[src/rtl/resp_fifo_sync.sv]
// Single-clock response FIFO with occupancy count, almost-full/almost-empty flags and sticky error flags.
// Define RESP_FIFO_OUT_REG_EN to register data_out and add the data_valid port.
module resp_fifo_sync #(
    parameter int DATA_WIDTH    = 2,
    parameter int ADDR_WIDTH    = 4,
    parameter int AFULL_THRESH  = 12,
    parameter int AEMPTY_THRESH = 2
) (
    input  logic                  clk,
    input  logic                  reset,
    input  logic [DATA_WIDTH-1:0] data_in,
    input  logic                  write_en,
    input  logic                  read_en,
    output logic [DATA_WIDTH-1:0] data_out,
    output logic                  full,
    output logic                  empty,
    output logic                  almost_full,
    output logic                  almost_empty,
    output logic [ADDR_WIDTH:0]   count,
    output logic                  overflow,
    output logic                  underflow
`ifdef RESP_FIFO_OUT_REG_EN
    ,
    output logic                  data_valid
`endif
);

    localparam int                DEPTH    = 1 << ADDR_WIDTH;
    localparam logic [ADDR_WIDTH:0] DEPTH_C  = (ADDR_WIDTH+1)'(DEPTH);
    localparam logic [ADDR_WIDTH:0] AFULL_C  = (ADDR_WIDTH+1)'(AFULL_THRESH);
    localparam logic [ADDR_WIDTH:0] AEMPTY_C = (ADDR_WIDTH+1)'(AEMPTY_THRESH);
    localparam logic [ADDR_WIDTH:0] ONE_C    = (ADDR_WIDTH+1)'(1);

    logic [DATA_WIDTH-1:0] mem [DEPTH];
    logic [ADDR_WIDTH:0]   wr_ptr;
    logic [ADDR_WIDTH:0]   rd_ptr;
    logic [ADDR_WIDTH:0]   count_next;
    logic [DATA_WIDTH-1:0] rd_data;
    logic                  wr_accept;
    logic                  rd_accept;

    // Handshake: write_en/read_en are the requests; ~full/~empty, as registered at
    // the start of the cycle, are the grants. A transfer happens only when both are
    // high at the rising edge; a refused request changes nothing but the sticky flags.
    assign wr_accept = write_en & ~full;
    assign rd_accept = read_en & ~empty;
    assign rd_data   = mem[rd_ptr[ADDR_WIDTH-1:0]];

    always_comb begin
        count_next = count;
        case ({wr_accept, rd_accept})
            2'b10:   count_next = count + ONE_C;
            2'b01:   count_next = count - ONE_C;
            default: count_next = count;
        endcase
    end

    always_ff @(posedge clk) begin
        if (reset) begin
            wr_ptr       <= '0;
            rd_ptr       <= '0;
            count        <= '0;
            full         <= 1'b0;
            empty        <= 1'b1;
            almost_full  <= (AFULL_THRESH <= 0);
            almost_empty <= (AEMPTY_THRESH >= 0);
            overflow     <= 1'b0;
            underflow    <= 1'b0;
        end else begin
            if (wr_accept) wr_ptr <= wr_ptr + ONE_C;
            if (rd_accept) rd_ptr <= rd_ptr + ONE_C;
            count        <= count_next;
            // Flags follow the next count so they line up with count itself.
            full         <= (count_next == DEPTH_C);
            empty        <= (count_next == '0);
            almost_full  <= (count_next >= AFULL_C);
            almost_empty <= (count_next <= AEMPTY_C);
            overflow     <= overflow | (write_en & full);
            underflow    <= underflow | (read_en & empty);
        end
    end

    always_ff @(posedge clk) begin
        if (wr_accept && !reset) mem[wr_ptr[ADDR_WIDTH-1:0]] <= data_in;
    end

`ifdef RESP_FIFO_OUT_REG_EN
    always_ff @(posedge clk) begin
        if (reset) begin
            data_out   <= '0;
            data_valid <= 1'b0;
        end else begin
            data_valid <= rd_accept;
            if (rd_accept) data_out <= rd_data;
        end
    end
`else
    assign data_out = rd_accept ? rd_data : '0;
`endif

endmodule
[config.mk]
export PLATFORM = sky130hd
export DESIGN_NAME = resp_fifo_sync
export DESIGN_NICKNAME = d
export VERILOG_FILES = /design/src/rtl/resp_fifo_sync.sv
export SDC_FILE = /design/constraint.sdc
export NUM_CORES = 1
export LEC_CHECK = 0
export CAP_MARGIN = 10
export CELL_PAD_IN_SITES_DETAIL_PLACEMENT = 0
export CELL_PAD_IN_SITES_GLOBAL_PLACEMENT = 2
export CORE_MARGIN = 4
export CORE_UTILIZATION = 40
export CTS_CLUSTER_SIZE = 12
export DETAILED_ROUTE_END_ITERATION = 8
export GPL_TIMING_DRIVEN = 1
export PLACE_DENSITY_LB_ADDON = 0.1
export SLEW_MARGIN = 20
export SYNTH_ARGS = -nofsm -noshare
export SYNTH_HDL_FRONTEND = slang
export SYNTH_SLANG_ARGS = --single-unit
[constraint.sdc]
create_clock -name clk -period 3.3 [get_ports clk]
set_input_delay 0.495 -clock clk [delete_from_list [all_inputs] [get_ports clk]]
set_output_delay 0.495 -clock clk [all_outputs]
set_load 0.005 [all_outputs]
; ---- Yosys cells after proc, flatten, opt, wreduce, memory -nomap -nowiden
; Memories as Yosys holds them, arrays and structs flattened. A register that Yosys moved wholly into a read port is not among the register bits.
; Index checks and enable logic that the tools add are counted.
[classes]
bitwise_logic = 8
reduce_logical = 3
mux = 6
n_eq_ne = 3
order_cmp = 2
n_addsub = 4
[op_table]
columns = op, count
row1 = "adder 5 x 1 -> 5 bit, second input constant", 3
row2 = case mux 5 bit (2 select lines), 1
row3 = 2-to-1 mux 4 bit, 2
row4 = "== test 5 bit, second input constant", 1
row5 = ">= comparator 5 x 4 -> 1 bit, second input constant", 1
row6 = "less-or-equal comparator 5 x 2 -> 1 bit, second input constant", 1
row7 = zero test 5 bit, 1
row8 = "subtractor 5 x 1 -> 5 bit, second input constant", 1
row9 = AND 1 bit, 4
row10 = "== test 2 x 1 -> 1 bit, second input constant", 1
row11 = "== test 2 bit, second input constant", 1
row12 = 2-to-1 mux 1 bit, 2
row13 = 2-to-1 mux 2 bit, 1
row14 = NOT 1 bit, 2
row15 = bitwise OR 1 bit, 2
row16 = logical AND 1 bit, 1
row17 = zero test 1 bit, 1
[word_totals]
mem_count = 1
regBits = 21
wordCells = 36
inputBits = 6
mem_bits_rw = 32
output_inout_bits = 13
[mem_list]
columns = memory, depth, width, read_ports, rd_ports_with_merged_regs, write_ports, line_no
row1 = mem, 16, 2, 1, 1, 1, 34  ; logic [DATA_WIDTH-1:0] mem [DEPTH];

; ---- Depth between registers and ports, before layout
; Gate-level depths: netlist (run 1).
[logic_depth]
word_depth = 5
mapped_depth = 12
mapped_depth_nobuf = 10

; ---- Least setup slack after synthesis (run 1)
; OpenSTA, ideal clock, no wires.
[synth_timing]
path_type = in2reg
start = in write_en
end = reg full
t_required_ps = 3183
stages = 12
setup_ps = 117
path_buffers = 2
setup_slack_ps = 513
arrival_time_ps = 2670
path_cell_list = nor2b_1 > clkbuf_1 > inv_1 > ha_1 > buf_2 > xor2_1 > ha_1 > and4bb_1 > a22oi_1 > a21oi_1 > mux2i_1 > and4bb_1
[synth_via]
elab_chain_len = 4
word_cells_on_any_way = 5
cone_classes = eq/ne: 3 / mux: 1 / bitwise: 1
[synth_rtl]
columns = item, line_no
row1 = "start, declared", 12  ; input logic write_en,
row2 = AND 1 bit (*), 45  ; assign wr_accept = write_en & ~full;
row3 = == test 2 x 1 -> 1 bit / == test 2 bit (equally long branches), 51  ; case ({wr_accept, rd_accept})
row4 = case mux 5 bit (2 select lines) (*), 51
row5 = == test 5 bit (*), 74  ; full <= (count_next == DEPTH_C);
row6 = "end signal, assigned", 74
row7 = "end, declared", 15  ; output logic full,
; Mark *: on every way between the ends. The rest lies on a longest branch, timed or not.
; A chain may end at the register's enable or synchronous reset.

==> reports/results.md, run 1 <==
| Item | This run |
|---|---|
| Result of the run | completed |
| Area leader, netlist | sky130_fd_sc_hd__edfxtp_1 |
| Final routed wire length divided by cell count | 16.3 um |
| Total detailed-routing wirelength | 4570 um |
| Number of max-slew violations in the final report | 0 |
| Count of unresolved DRC violations after routing | 0 |
| Vias per cell | 5.12 |
| Reg-to-reg slack, setup | 0.78 ns |
| Arithmetic-cell share of the synthesized area counting full adders, half adders and majority gates | 0.0416 |
| Ratio of final minimum period to clock period | 0.900 |
| Number of design-rule violations left by the first detailed-router iteration | 77 |
| Kind of cell adding the most delay to the critical path | multiplexers |
| Global routing usage on met3 | 0.0317 |
| Horizontal die dimension | 85.5 um |
| Total via count in the routed design | 1,433 |
| Seq cells post-synth | 55 |
| Most used standard cell by instance count after synthesis | sky130_fd_sc_hd__nor2_1 |
| Maximum single-stage delay on the critical path | 0.59 ns |
| Post-synth EDFFs | 32 |
| Buffers inserted by post-CTS timing repair | 0 |
| Top cell types by occurrence after synthesis | sky130_fd_sc_hd__nor2_1, sky130_fd_sc_hd__edfxtp_1, sky130_fd_sc_hd__dfxtp_1, sky130_fd_sc_hd__mux4_2 |
| Reg power frac | 0.508 |
| Largest net degree at the start of global routing | 23 |
| Total Routing Usage GR | 0.133 |
| Gate count of the mapped netlist | 188 |
| Number of buffers added on ports | 18 |
| Maximum net fanout on the critical path | 8 |
| Reg2Reg Launch Point | full$_SDFF_PP0_ |
| Worst-path cell chain | mux4_2 > mux4_2 > and2_1 > clkdlybuf4s50_1 |
| Area share of the largest cell type after synthesis | 0.400 |
| Reg-to-reg critical path endpoint | full$_SDFF_PP0_ |
| Final RePlAce weighted congestion | 0.717 |
| Part of the power in the clock network | 0.219 |
| Critical path's most frequent cell | sky130_fd_sc_hd__mux4_2 |
| Area fraction in and, or, nand and nor cells after synthesis | 0.128 |
| GRT Max-Usage Layer | met2 |
| Synthesis-to-layout area growth | 14.9% |
| Total negative slack for setup checks | 0 ns |
| Period minus WS final | 2.97 ns |
| Asr flop ratio synth | 0 |
| Standard-cell rows | 27 |
| Synth Area per Inst | 12.8 um2 |
| Worst Reg2Reg Path Length in Cells | 10 |
| N_diodes | 0 |
| Effective utilization at floorplan | 0.424 |
| Hold Path Depth | 2 |
| Global-route met1 utilization | 0.176 |
| Cell types with the largest area share after synthesis | sky130_fd_sc_hd__edfxtp_1, sky130_fd_sc_hd__dfxtp_1, sky130_fd_sc_hd__mux4_2, sky130_fd_sc_hd__nor2_1, sky130_fd_sc_hd__ha_1 |
| Height of the die | 85.5 um |
| Number of hold violations in the final report | 0 |
| Final instance area | 2760 um2 |
| Post-Synth XOR/XNOR Area | 0.0510 |
| # setup viols final | 0 |
| Antenna violations before repair | 0 |
| YS warnings | 0 |
| Unrepaired setup endpoints after global routing | false |
| CP endpoint kind | output pin |
| Final worst setup slack | 0.330 ns |
| TritonCTS clock tree | yes |
| Count of different cell masters after synthesis | 34 |
| Combined buffer and inverter count along the critical path | 1 |
| Net count after synthesis | 202 |
| Final HPWL DP | 3310 um |
| Maximum operating frequency | 337 MHz |
| Fill count | 511 |
| Design internal power | 0.00121 W |
| Worst min-delay path category | flip-flop to flip-flop |
| Sink of the worst hold path | underflow$_SDFF_PP0_ |
| Transition time at the pin with the least slew margin | 0.555 ns |
| Clk buf depth | 2 |
| Clock transition at path regs | 0.09 ns |
| Crit path launch type | flip-flop |
| Area of the mapped netlist | 2400 um2 |
| Setup slack at placement | 0.144 ns |
| Worst Hold Launch | underflow$_SDFF_PP0_ |
| Sequential area share after synthesis | 0.591 |
| Slowest-stage cell, CP | sky130_fd_sc_hd__mux4_2 |
| NetSw | 0.000506 W |
| Latest clock arrival within the worst-skew pair | 0.30 ns |
| Total clock buffers created by CTS | 5 |
| Compound-cell area share of the yosys netlist | 0.0552 |
| Proportion of power drawn by combinational gates | 0.273 |
| Multiplexer fraction of the synthesized cell area | 0.106 |
| Fraction of layout instances using a drive strength above 1 | 0.120 |
| Peak supply drop | 308 uV |
| Layout Skew | 0.00413 ns |
| Vias in the first global route | 1,458 |
| Post-place instance area | 2670 um2 |
| Nets@finish | 221 |
| Category of the most critical setup path | flip-flop to output pin |
| Routing usage on met2 | 0.217 |
| Top flip-flop cell by instance count after synthesis | sky130_fd_sc_hd__edfxtp_1 |
| Arrival time of the worst setup path | 2.47 ns |
| Post-route ant nets | 0 |
| First drt pass iteration count | 6 |
| Crit path required time | 2.80 ns |
| Clk sink count | 55 |
| Cell at the root of the clock tree | sky130_fd_sc_hd__clkbuf_8 |
| Combinational family with the most area after synthesis | simple AND/OR/NAND/NOR gates |
| Global-route congestion overflow total | 0 |
| Die Area | 7310 um2 |
| Leakage | 0.973 nW |
| Worst hold slack after final layout | 0.486 ns |
| Tightest slew margin relative to the limit | 0.629 |
| Core Region | 5680 um2 |
| First-pass GRT wire length | 7420 um |
| CTS H-Tree Depth | 2 |
| Cell Pwr Density | 621 nW/um2 |
| Proportion of total power due to net switching | 0.295 |
| Placed Cells incl. Taps | 272 |
| Number of max-cap violations | 0 |
| I/O pin total | 19 |
| Finished Layout Cells | 280 |
sequential cells by signal, summed over array words and instances, names as in the netlist, named ones only:
register	count
mem	32
count	5
rd_ptr	4
wr_ptr	4
almost_empty	1
almost_full	1
empty	1
full	1
overflow	1
underflow	1
power by group through the flow:
| stage | Clock [W] | Sequential, W | Combinational (W) |
|---|---|---|---|
| final | 0.000375 | 0.000872 | 0.000468 |
| after global routing | 0.000412 | 0.000885 | 0.000519 |
| after CTS | 0.000387 | 0.000872 | 0.000474 |
| after detailed placement | 0 | 0.000888 | 0.000466 |
| after global placement | 0 | 0.000885 | 0.000463 |
| after floorplan | 0 | 0.000836 | 0.000335 |
worst max-delay path by stage:
stage,to,cells after the start,startpoint,slack [ns]
finish,data_out[1],4,flip-flop,0.33
global route,data_out[1],4,flip-flop,0.23
CTS,data_out[1],4,flip-flop,0.05
detailed placement,full$_SDFF_PP0_,11,write_en,0.14
global placement,full$_SDFF_PP0_,11,write_en,0.25
floorplan,full$_SDFF_PP0_,12,write_en,0.51
tightest hold or removal path: cells and delay by family, from the launching register on:
family | cells | cell delay (ns)
DFF | 1 | 0.34
and+or+nand+nor | 1 | 0.07
AOI/OAI and AO/OA | 1 | 0.04
layout make-up:
cell class | instances | area, um2 | area share
clock buffers | 6 | 82.6 | 0.0299
clock inverters | 2 | 11.3 | 0.00408
inverters | 5 | 18.8 | 0.00680
multi-input cells | 117 | 918 | 0.333
flip-flops and latches | 55 | 1420 | 0.515
well taps | 72 | 90.1 | 0.0326
repair buffers | 23 | 218 | 0.0788
routing by layer:
metal  vias to the layer above  wire (um)  share of wire
met5                         -          0              0
met4                         0         52          0.011
met3                         5        139          0.030
met2                        26       2170           0.47
met1                       688       2210           0.48
li1                        714          -              -
metrics by stage:
step           total power (W)   util
6_report               0.00172  0.487
5_1_grt                0.00182  0.487
4_1_cts                0.00173  0.486
3_5_place_dp           0.00135  0.470
3_3_place_gp           0.00135  0.470
2_1_floorplan          0.00117      -
kinds of logic after synthesis:
| group | after synthesis |
|---|---|
| xor gates and xnor gates | 14 |
| buffers and inverters | 16 |
| muxes | 13 |
| DFF | 55 |
| and+or+nand+nor | 63 |
| adders and majority gates | 8 |
| AOI/OAI and AO/OA | 19 |
layout by cell type, fill, tap and decap left out, types with 3 or more instances in the layout:
| master | synthesis | layout |
|---|---|---|
| sky130_fd_sc_hd__nor2_1 | 38 | 38 |
| sky130_fd_sc_hd__edfxtp_1 | 32 | 32 |
| sky130_fd_sc_hd__dfxtp_1 | 23 | 22 |
| sky130_fd_sc_hd__clkdlybuf4s50_1 | 0 | 18 |
| sky130_fd_sc_hd__mux4_2 | 10 | 10 |
| sky130_fd_sc_hd__xor2_1 | 8 | 8 |
| sky130_fd_sc_hd__ha_1 | 8 | 8 |
| sky130_fd_sc_hd__a21oi_1 | 7 | 7 |
| sky130_fd_sc_hd__nand2_1 | 6 | 6 |
| sky130_fd_sc_hd__xnor2_1 | 6 | 6 |
| sky130_fd_sc_hd__clkbuf_8 | 0 | 6 |
| sky130_fd_sc_hd__inv_1 | 5 | 5 |
| sky130_fd_sc_hd__buf_4 | 0 | 5 |
| sky130_fd_sc_hd__nor2b_1 | 3 | 3 |
| sky130_fd_sc_hd__mux2i_1 | 3 | 3 |
what timing repair did:
item | 4_1_cts | 5_1_grt
endpoints found under the setup margin | 0 | 1
hold buffers | 0 | 0
gates resized for setup | 0 | 1
No activity file was read; power rests on OpenSTA's default activity.
==> inputs of run 2 (changes only) <==
--- a/config.mk
+++ b/config.mk
@@ -5,6 +5,7 @@
 export SDC_FILE = /design/constraint.sdc
 export NUM_CORES = 1
 export LEC_CHECK = 0
+export ABC_CLOCK_PERIOD_IN_PS = 3300
 export CAP_MARGIN = 10
 export CELL_PAD_IN_SITES_DETAIL_PLACEMENT = 0
 export CELL_PAD_IN_SITES_GLOBAL_PLACEMENT = 2
==> results of run 2 <==
Final layout, timing and power as in run 1 (identical DEF).
==> RTL edit (config.mk and constraints of run 2) <==
The parameter `DATA_WIDTH` goes from 2 to 3.
--- a/src/rtl/resp_fifo_sync.sv
+++ b/src/rtl/resp_fifo_sync.sv
@@ -1,7 +1,7 @@
 // Single-clock response FIFO with occupancy count, almost-full/almost-empty flags and sticky error flags.
 // Define RESP_FIFO_OUT_REG_EN to register data_out and add the data_valid port.
 module resp_fifo_sync #(
-    parameter int DATA_WIDTH    = 2,
+    parameter int DATA_WIDTH    = 3,
     parameter int ADDR_WIDTH    = 4,
     parameter int AFULL_THRESH  = 12,
     parameter int AEMPTY_THRESH = 2
Ports: changed (resized data_in and data_out); port bits go from 19 to 21. The function was not compared with the original's and may differ.
==> RTL edit against run 2 <==
- largest cell class unchanged
- highest routed layer unchanged
- final cell count grew 21%
- count of clock-buffer cells in the layout grew 8
- critical path type unchanged
- clock skew grew 0.0011 ns
- non-clock buffer count grew 2
- cell area grew 27%
- clock power grew 74%
- wire length grew 22%
- area after synthesis grew 25%
- total power grew 28%
- sequential cell count grew 16
- die area grew 22%
- hold slack lost 0.014 ns
- worst setup slack lost 0.12 ns
==> RTL edit: results (changes against run 2) <==
Logic synthesis
  • Post-synth EDFFs: 48 (+50%)
  • Synth area leaders: edfxtp_1 48%, dfxtp_1 15%, mux4_2 6.8%

STA
  • Relative slew slack: 60.0% (-2.9 points)
  • Clock period minus worst slack: 3.09 ns (+0.120 ns)
  • Setup Skew: 0.00525 ns (+0.00113 ns)

Detailed routing
  • Drt pass-1 iters: 4 (-2)
  • Final wirelength: 5600 um (+22%)
  • Initial DRC count: 106 (+38%)
  • Vias: 1731 (+21%)

Final layout
  • Fraction of layout cells with a size suffix above 1: 13.3% (+1.3 points)
  • Number of nets in the layout: 250 (+13%)
  • Max reg flops: 48 (+50%)
  • Fillers: 642 (+26%)

Power
  • Fraction of power spent switching nets: 26.2% (-3.3 points)
  • Max VDD drop: 0.278 mV (-9.7%)

Setup path
  • CP max FO: 12 (+4)
  • CP max-delay cell: mux4_1
  • Crit path DAT: 2.59 ns (+0.12 ns)
  • End point of the critical path: data_out[2]
  • Worst path max stage delay: 0.62 ns (+0.03 ns)
  • Reg2reg setup slack: 0.65 ns (-0.13 ns)

Global routing
  • Vias in the first global route: 1783 (+22%)
  • First-pass GRT wire length: 9220 um (+24%)
  • Total global-route track usage: 14.0% (+0.70 points)

CTS
  • CTS HTree Levels: 3 (+1)
  • Clock transition at path regs: 0.07 ns (-0.02 ns)
  • Worst-Skew Late Latency: 0.33 ns (+0.03 ns)
  • CTS Buf Count: 9 (+4)

Placed design
  • Post-DP HPWL: 4100 um (+24%)
  • I/O Buffers: 20 (+2)
  • RD Place Congestion: 0.754 (+5.2%)
  • Setup WS pre-CTS: 0.00315 ns (-0.141 ns)

Run status
  • Outcome: completed
[RTL edit: kinds of logic (layout without fill, tap and decap cells)]
family	after synthesis	after routing	share of synthesized area, %
mux	17	17	12.8
compound gates	20	20	4.68
fa+ha+maj	8	8	3.34
flops	71	71	63.5
xor+xnor	10	10	2.93
simple gates	68	68	10.7
buf+inv	14	46	2.09
[RTL edit: cell type report]
type / instances / share of cell area [%]
flip-flops and latches: 71 / 54.2
multi-input cells: 123 / 29.3
repair buffers: 25 / 6.78
clock buffers: 14 / 5.28
well taps: 99 / 3.53
inverters: 5 / 0.535
clock inverters: 2 / 0.286
[RTL edit: stage by stage]
stage / utilization (%) / hold WS (ns) / instance area, um^2 / cells / power, mW
6_report: 48.3 / 0.473 / 3510 / 339 / 2.20
5_1_grt: 48.3 / 0.497 / 3510 / 339 / 2.33
4_1_cts: 48.3 / 0.479 / 3510 / 339 / 2.23
3_5_place_dp: 45.6 / 0.459 / 3310 / 323 / 1.57
3_3_place_gp: 45.6 / 0.454 / 3310 / 323 / 1.57
2_1_floorplan: - / 0.460 / 2990 / 208 / 1.39
[RTL edit: power groups by stage]
stage	clock network [mW]	registers (mW)	logic, mW
after floorplan	0	1.07	0.314
after global placement	0	1.09	0.484
after detailed placement	0	1.09	0.486
after CTS	0.676	1.07	0.490
after global routing	0.714	1.08	0.534
final	0.654	1.07	0.482
[RTL edit: worst min path at each step]
stage               startpoint        end  slack, ns  cells past startpoint
global placement     underflow  underflow       0.45                      2
CTS                  underflow  underflow       0.48                      2
finish               underflow  underflow       0.47                      2
global route         underflow  underflow       0.50                      2
detailed placement   underflow  underflow       0.46                      2
floorplan             overflow   overflow       0.46                      2
[RTL edit: tightest hold or removal path: stages (launching register included)]
cell and delay (ns):
dfxtp_1 0.33, a21oi_1 0.04, nor2_1 0.07
[RTL edit: metal layers]
metal | share of wire (%) | vias to the layer above | global-route usage (%)
li1 | - | 827 | -
met3 | 4.2 | 5 | 3.90
met1 | 47 | 866 | 18.6
met5 | 0 | - | 0
met2 | 48 | 33 | 22.3
met4 | 0.95 | 0 | 4.33
